--- config.mk ---
export PLATFORM = sky130hd
export DESIGN_NAME = round_key_packer
export DESIGN_NICKNAME = d
export VERILOG_FILES = /design/src/rtl/des_key_pkg.sv /design/src/rtl/round_key_packer.sv
export SDC_FILE = /design/constraint.sdc
export NUM_CORES = 2
export LEC_CHECK = 0
export CORE_AREA = 2 2 479 481
export CTS_CLUSTER_SIZE = 40
export DETAILED_ROUTE_END_ITERATION = 8
export DIE_AREA = 0 0 481 483
export DONT_BUFFER_PORTS = 1
export PLACE_DENSITY = 0.32
export SLEW_MARGIN = 5
export SYNTH_ARGS = -nofsm -noshare
export SYNTH_HDL_FRONTEND = slang
export SYNTH_SLANG_ARGS = --single-unit
--- constraint.sdc ---
create_clock -name clk -period 2.6 [get_ports clk]
set_input_delay 0.26 -clock clk [delete_from_list [all_inputs] [get_ports clk]]
set_output_delay 0.26 -clock clk [all_outputs]
set_load 0.005 [all_outputs]
--- src/rtl/des_key_pkg.sv ---
// Shared definitions for the 3DES round-key packer and group selector.
// Both blocks use the same packing: slot k sits at [1151-48k -: 48].
package des_key_pkg;

    localparam int KEY_W      = 48;
    localparam int NUM_KEYS   = 24;
    localparam int GROUP      = 6;
    localparam int NUM_GROUPS = NUM_KEYS / GROUP;
    localparam int VEC_W      = NUM_KEYS * KEY_W;

    typedef enum logic [1:0] {
        ST_IDLE = 2'd0,
        ST_FILL = 2'd1,
        ST_FULL = 2'd2
    } packer_state_t;

    // MSB bit index of slot k within the packed vector; slot 0 is the top key.
    function automatic int slot_msb(input int k);
        return VEC_W - 1 - KEY_W * k;
    endfunction

endpackage

--- src/rtl/round_key_packer.sv ---
// Sequential writer that packs 24 round keys into a 1152-bit bus with
// per-group completion flags so the round pipeline can start early.
module round_key_packer
    import des_key_pkg::*;
#(
    parameter int NUM_KEYS = des_key_pkg::NUM_KEYS,
    parameter int KEY_W    = des_key_pkg::KEY_W,
    parameter int GROUP    = des_key_pkg::GROUP
) (
    input  logic                        clk,
    input  logic                        rst,
    input  logic                        start,
    input  logic [KEY_W-1:0]            key_in,
    input  logic                        key_valid,
    output logic                        key_ready,
    input  logic                        consume,
    output logic [NUM_KEYS*KEY_W-1:0]   round_keys,
    output logic [NUM_KEYS/GROUP-1:0]   group_ready,
    output logic                        keys_full,
    output logic [$clog2(NUM_KEYS+1)-1:0] load_count
);

    localparam int CNT_W  = $clog2(NUM_KEYS + 1);
    localparam int N_GRPS = NUM_KEYS / GROUP;

    packer_state_t state;
    packer_state_t state_next;
    logic          key_fire;

    // A start in the same cycle aborts the load, so the key is refused.
    assign key_ready = (state == ST_FILL) && !start;
    assign key_fire  = key_valid && key_ready;

    // NOTE: every always_comb output gets a default first so no path leaves it unassigned (no latch).
    always_comb begin
        state_next = state;
        if (start) begin
            state_next = ST_FILL;
        end else begin
            case (state)
                ST_IDLE: state_next = ST_IDLE;
                ST_FILL: if (key_fire && load_count == CNT_W'(NUM_KEYS - 1)) state_next = ST_FULL;
                ST_FULL: if (consume) state_next = ST_IDLE;
                default: state_next = ST_IDLE;
            endcase
        end
    end

    // NOTE: the key store is plain flops, not a RAM, so it takes the synchronous reset like any other state.
    always_ff @(posedge clk) begin
        if (rst) begin
            state       <= ST_IDLE;
            round_keys  <= '0;
            group_ready <= '0;
            keys_full   <= 1'b0;
            load_count  <= '0;
        end else begin
            state     <= state_next;
            keys_full <= (state_next == ST_FULL);
            if (start) begin
                round_keys  <= '0;
                group_ready <= '0;
                load_count  <= '0;
            end else if (key_fire) begin
                load_count <= load_count + CNT_W'(1);
                for (int k = 0; k < NUM_KEYS; k++) begin
                    if (load_count == CNT_W'(k)) begin
                        round_keys[slot_msb(k) -: KEY_W] <= key_in;
                    end
                end
                // A group completes on the write of its last slot.
                for (int g = 0; g < N_GRPS; g++) begin
                    if (load_count == CNT_W'(g * GROUP + GROUP - 1)) begin
                        group_ready[g] <= 1'b1;
                    end
                end
            end
        end
    end

endmodule

==> Word level (Yosys, flattened, before mapping) <==
Cells that the tools add are included.
{ "classes": {"addsub": 1, "n_eq_ne": 26, "muxes": 4, "reduce_logical": 30} }
{ "op_table": {"columns": ["op", "count"], "rows": [
  ["$reduce_and A2 Y1", 24],
  ["$eq A5 B4 Y1 const B", 8],
  ["$eq A5 B5 Y1 const B", 8],
  ["$eq A5 B3 Y1 const B", 4],
  ["$eq A5 B2 Y1 const B", 2],
  ["$mux W2", 3],
  ["$add A5 B1 Y5 const B", 1],
  ["$eq A5 B1 Y1 const B", 1],
  ["$logic_not A5 Y1", 1],
  ["$eq A2 B2 Y1 const B", 2],
  ["$pmux W2 S2", 1],
  ["$logic_and A1 B1 Y1", 3],
  ["$eq A2 B1 Y1 const B", 1],
  ["$reduce_or A2 Y1", 1],
  ["$logic_not A1 Y1", 1]
]} }
{ "word_totals": {"reg_bits": 1164, "in_bits": 53, "out_inout_bits": 1163, "word_cells": 92} }

==> Logic depth before layout (Yosys ltp) <==
{ "depth": {"word_depth": 8, "depth_mapped": 9, "mapped_depth_nobuf": 6} }

==> Worst setup path after synthesis <==
No wires, ideal clock.
{ "synth_timing": {"kind": "reg2reg", "startpoint": "register load_count[0]", "endpoint": "register round_keys[392]", "setup_time_ns": 0.074, "arrival_ns": 2.029, "required_time_ns": 2.526, "slack_ns": 0.496, "path_stages_with_launch": 10, "n_path_buf": 3, "period_less_slack_ns": 2.104, "cell_sequence": "dfxtp_1 -> ha_1 -> clkbuf_1 -> and3_1 -> ha_1 -> nand4b_1 -> clkbuf_1 -> buf_1 -> nand3_1 -> o21ai_0"} }
{ "synth_between": {"elab_chain_len": 2} }
{ "synth_lines": {"columns": ["element", "line", "rtl"], "rows": [
  ["from (decl)", "round_key_packer.sv:20", "output logic [$clog2(NUM_KEYS+1)-1:0] load_count"],
  ["from (signal assigned)", "round_key_packer.sv:65", "load_count <= load_count + CNT_W'(1);"],
  ["$eq A5 B4 Y1", "round_key_packer.sv:67", "if (load_count == CNT_W'(k)) begin"],
  ["$reduce_and A2 Y1 (no line)", null, null],
  ["to (signal, indexed assignment)", "round_key_packer.sv:68", "round_keys[slot_msb(k) -: KEY_W] <= key_in;"],
  ["to (decl)", "round_key_packer.sv:17", "output logic [NUM_KEYS*KEY_W-1:0] round_keys,"]
]} }
Every way passes these cells.
A chain may end at the register's enable or synchronous reset.

==> Final worst setup path <==
{ "layout_timing": {"startpoint": "register state[1]", "endpoint": "register state[0]"} }
{ "layout_between": {"elab_chain_len": 7, "elab_cells_between_ends": 8, "cone_classes": "eq/ne (2); mux (3); reduce/logical (3)"} }
{ "layout_lines": {"columns": ["element", "line", "rtl"], "rows": [
  ["from (decl)", "round_key_packer.sv:26", "packer_state_t state;"],
  ["from (signal assigned)", "round_key_packer.sv:58", "state <= state_next;"],
  ["$eq A2 B1 Y1", "round_key_packer.sv:31, round_key_packer.sv:40", null],
  ["$logic_and A1 B1 Y1", "round_key_packer.sv:31", "assign key_ready = (state == ST_FILL) && !start;"],
  ["$logic_and A1 B1 Y1", "round_key_packer.sv:32", "assign key_fire = key_valid && key_ready;"],
  ["$logic_and A1 B1 Y1", "round_key_packer.sv:42", "ST_FILL: if (key_fire && load_count == CNT_W'(NUM_KEYS - 1)) state_next = ST_FULL;"],
  ["$mux W2", "round_key_packer.sv:42", null],
  ["$pmux W2 S2 (*)", "round_key_packer.sv:40", "case (state)"],
  ["$mux W2 (*)", "round_key_packer.sv:37", "if (start) begin"]
]} }
Mark *: on every way between the ends. The rest lies on a longest branch, timed or not.

==> flow_metrics.py <==
metrics = {
    "synthesis": {
        "synth_seq_cells": 1164,
        "ys_top_cells_by_area": "dfxtp_1, mux2i_1, nand2_1",
        "synthesis.nets": 4024,
        "synth_cells": 3964,
        "yosysWarnings": 0,
        "synth-edff-count": 0,
        "synth_top_area_share_pct": 55.9,
        "synth.avg_cell_area_sq_um": 10.5,
        "synth_flop_cell": "dfxtp_1",
        "async_flop_share_pct": 0,
        "synth_area_sq_mm": 0.0417,
        "synthDistinctLibCells": 37,
        "synth_top_area_cell": "dfxtp_1",
        "seq_area_frac_synth_pct": 55.9,
    },
    "clock_network": {
        "cts_buffers": 144,
        "tritoncts": "yes",
        "post_cts_buffers": 0,
        "clock-root-buffer": "clkbuf_16",
        "clock_path_buffers": 3,
        "clkTransAtPathRegs_ns": 0.06,
        "cts.sinks": 1164,
        "h-tree-depth": 4,
        "insertion_delay_ns": 0.80,
    },
    "grt": {
        "antenna_found_initial": 11,
        "grt_usage_pct": 16.2,
        "grt_pass1_wl_microns": 261000,
        "grt_pass1_vias": 28453,
        "grt_max_degree": 100,
        "grt_overflow": 0,
    },
    "placement": {
        "place.port_buffers": 0,
        "place_hpwl_microns": 131000,
        "dp.cells": 6745,
        "routabilityCongestion": 0.742,
    },
    "routing": {
        "vias": 28271,
        "ant_nets": 0,
        "drc": 0,
        "dr.pass1.iters": 5,
        "wirelength_microns": 194000,
        "via_per_inst": 4.01,
        "first_iter_violations": 1328,
        "wl_per_cell_microns": 27.6,
    },
    "final_layout": {
        "nets": 3991,
        "final_layout_size_suffix_gt1_share_pct": 9.95,
        "ff_latch_area_sq_mm": 0.0233,
        "multi_input_area_sq_mm": 0.0166,
        "final_cell_count_no_fill": 7043,
        "syn_to_final_growth_pct": 21.3,
        "fillers": 24543,
    },
    "sta": {
        "fin_setup_tns_ns": 0,
        "worstMarginPinSlew_ns": 0.891,
        "setup_viol": 0,
        "fin_crit_sh_pct": 93.9,
        "rsz0062_at_grt": "no",
        "finalClockSkew_ns": 0.0327,
        "fmax_ghz": 0.409,
        "finalCriticalPeriod_ns": 2.44,
        "hold_viol_final": 0,
        "maxSlewHeadroom_pct": 40.4,
        "drv_slew": 0,
    },
    "floorplan": {
        "start_util_pct": 18.4,
        "rows": 175,
        "num_io_pins": 1216,
        "chipWidth_microns": 481,
        "dieArea_sq_mm": 0.232,
        "die_h_microns": 483,
        "core_area_sq_mm": 0.227,
    },
    "power_and_ir_drop": {
        "ir_worst_vdd_uv": 630,
        "powerDensity_mw_per_mm2": 768,
        "clkPwrFrac_pct": 51.1,
        "power_frac_seq_pct": 46.0,
        "p_int_mw": 29.6,
        "netSwitchingFraction_pct": 23.8,
        "power_leakage_nw": 24.2,
        "power.switching_mw": 9.25,
        "combPwrFrac_pct": 2.9,
    },
    "worst_setup_path": {
        "required_ns": 3.29,
        "path_class": "flop to flop",
        "reg2regPathDepth": 6,
        "end_kind": "flop",
        "worstPathMaxFanout": 7,
        "critPathLaunchType": "flop",
        "crit_arrival_ns": 3.13,
    },
    "run_status": {
        "status": "finished, final reports clean",
    },
    "hold_path": {
        "hold_path_depth": 2,
        "hp-class": "input port to flop",
    },
    "flow_run": {
        "cap_violations": 0,
    },
}
==> Yosys cell counts, types with 2 or more instances <==
cell type / number
nand2_1: 1154
buf_4: 21
buf_1: 23
mux2i_1: 1106
buf_6: 39
nand4_1: 8
nand4b_1: 2
ha_1: 7
nor2_1: 4
dfxtp_1: 1164
o21ai_0: 49
nand3_2: 8
inv_1: 8
buf_2: 100
nand4_4: 4
and3_1: 3
nand3_1: 52
nor2b_1: 4
clkbuf_1: 187
a21oi_1: 4
==> repair_timing <==
item | in CTS | in global routing
gates resized for setup | 0 | 1
endpoints found under the hold margin | 822 | 0
endpoints found under the setup margin | 0 | 1
hold buffers | 49 | 0
==> path summary, 6_finish.rpt <==
check                        start          endpoint  slack [ns]
setup reg to reg          state[1]          state[0]        0.16
hold reg to reg   round_keys[1122]  round_keys[1122]        0.48
hold / removal          key_in[13]   round_keys[733]        0.06
setup / recovery          state[1]          state[0]        0.16
==> power groups by stage <==
stage / clock network (mW) / logic, mW / registers (mW)
after global routing: 21.3 / 1.20 / 17.8
after CTS: 20.6 / 1.18 / 17.9
after global placement: 0 / 1.11 / 18.2
final: 19.8 / 1.12 / 17.9
after floorplan: 0 / 0.491 / 18.2
after detailed placement: 0 / 1.11 / 18.2
==> cells in the final DEF, fill, tap and decap left out, types with 3 or more instances in the layout <==
cell,instances
buf_12,50
buf_4,92
clkinv_2,13
nand3_1,48
nor2_1,4
inv_6,5
clkinv_16,4
nand2_1,1124
inv_16,4
dfxtp_1,1164
clkbuf_16,145
nand2_2,29
a21oi_1,4
clkbuf_8,30
clkbuf_1,39
dlygate4sd3_1,49
inv_1,8
nand4_1,8
nand3_4,10
nor2b_1,4
nand4_4,4
diode_2,4
bufinv_16,3
o21ai_0,49
ha_1,7
mux2i_1,1106
==> logic make-up (layout without fill, tap and decap cells) <==
| logic type | Yosys count | after routing | synth area share, % |
|---|---|---|---|
| AOI/OAI and AO/OA | 58 | 58 | 0.745 |
| and+or+nand+nor | 1249 | 1249 | 11.9 |
| buffers and inverters | 378 | 444 | 4.60 |
| xor gates and xnor gates | 2 | 2 | 0.0420 |
| other | 0 | 4 | 0 |
| adders and majority gates | 7 | 7 | 0.210 |
| muxes | 1106 | 1106 | 26.6 |
| DFF | 1164 | 1164 | 55.9 |
==> metal layers <==
metal | global-route usage (%) | part of all wire, % | vias to the layer above
met5 | 0 | 0.0067 | -
met4 | 4.20 | 2.3 | 2
met3 | 7.62 | 11 | 219
met2 | 28.0 | 49 | 1020
met1 | 17.5 | 38 | 14012
li1 | - | - | 13018
==> registers in the layout, summed over array words and instances (netlist names) <==
name,cells
round_keys,1152
load_count,5
group_ready,4
state,2
keys_full,1
==> cell type report <==
class                   count  area share (%)
clock inverters            31           0.837
well taps                3009            7.45
clock buffers             214            8.29
repair buffers            191            4.32
diodes                      4          0.0198
inverters                   8          0.0594
flip-flops and latches   1164            46.1
multi-input cells        2422            32.9
==> worst max-delay path, stage by stage, from the launching register on <==
cell and delay (ns):
dfxtp_1 0.34, inv_1 0.11, ha_1 0.25, and3b_2 0.27, and4_1 0.65, o31ai_1 0.14
dlygate4sd3_1 0.58
==> per-stage QoR <==
stage	total power [mW]	setup slack (ns)	utilization [%]	hold WS, ns	area [sq um]
3_3_place_gp	19.4	0.273	20.0	0.367	45400
5_1_grt	40.4	0.0119	22.3	0.0209	50500
4_1_cts	39.6	0.0777	22.3	0.00870	50500
2_1_floorplan	18.7	0.496	-	0.362	41700
6_report	38.8	0.158	22.3	0.0621	50500
3_5_place_dp	19.4	0.272	20.0	0.368	45400
(Power assumes the default switching activity.)
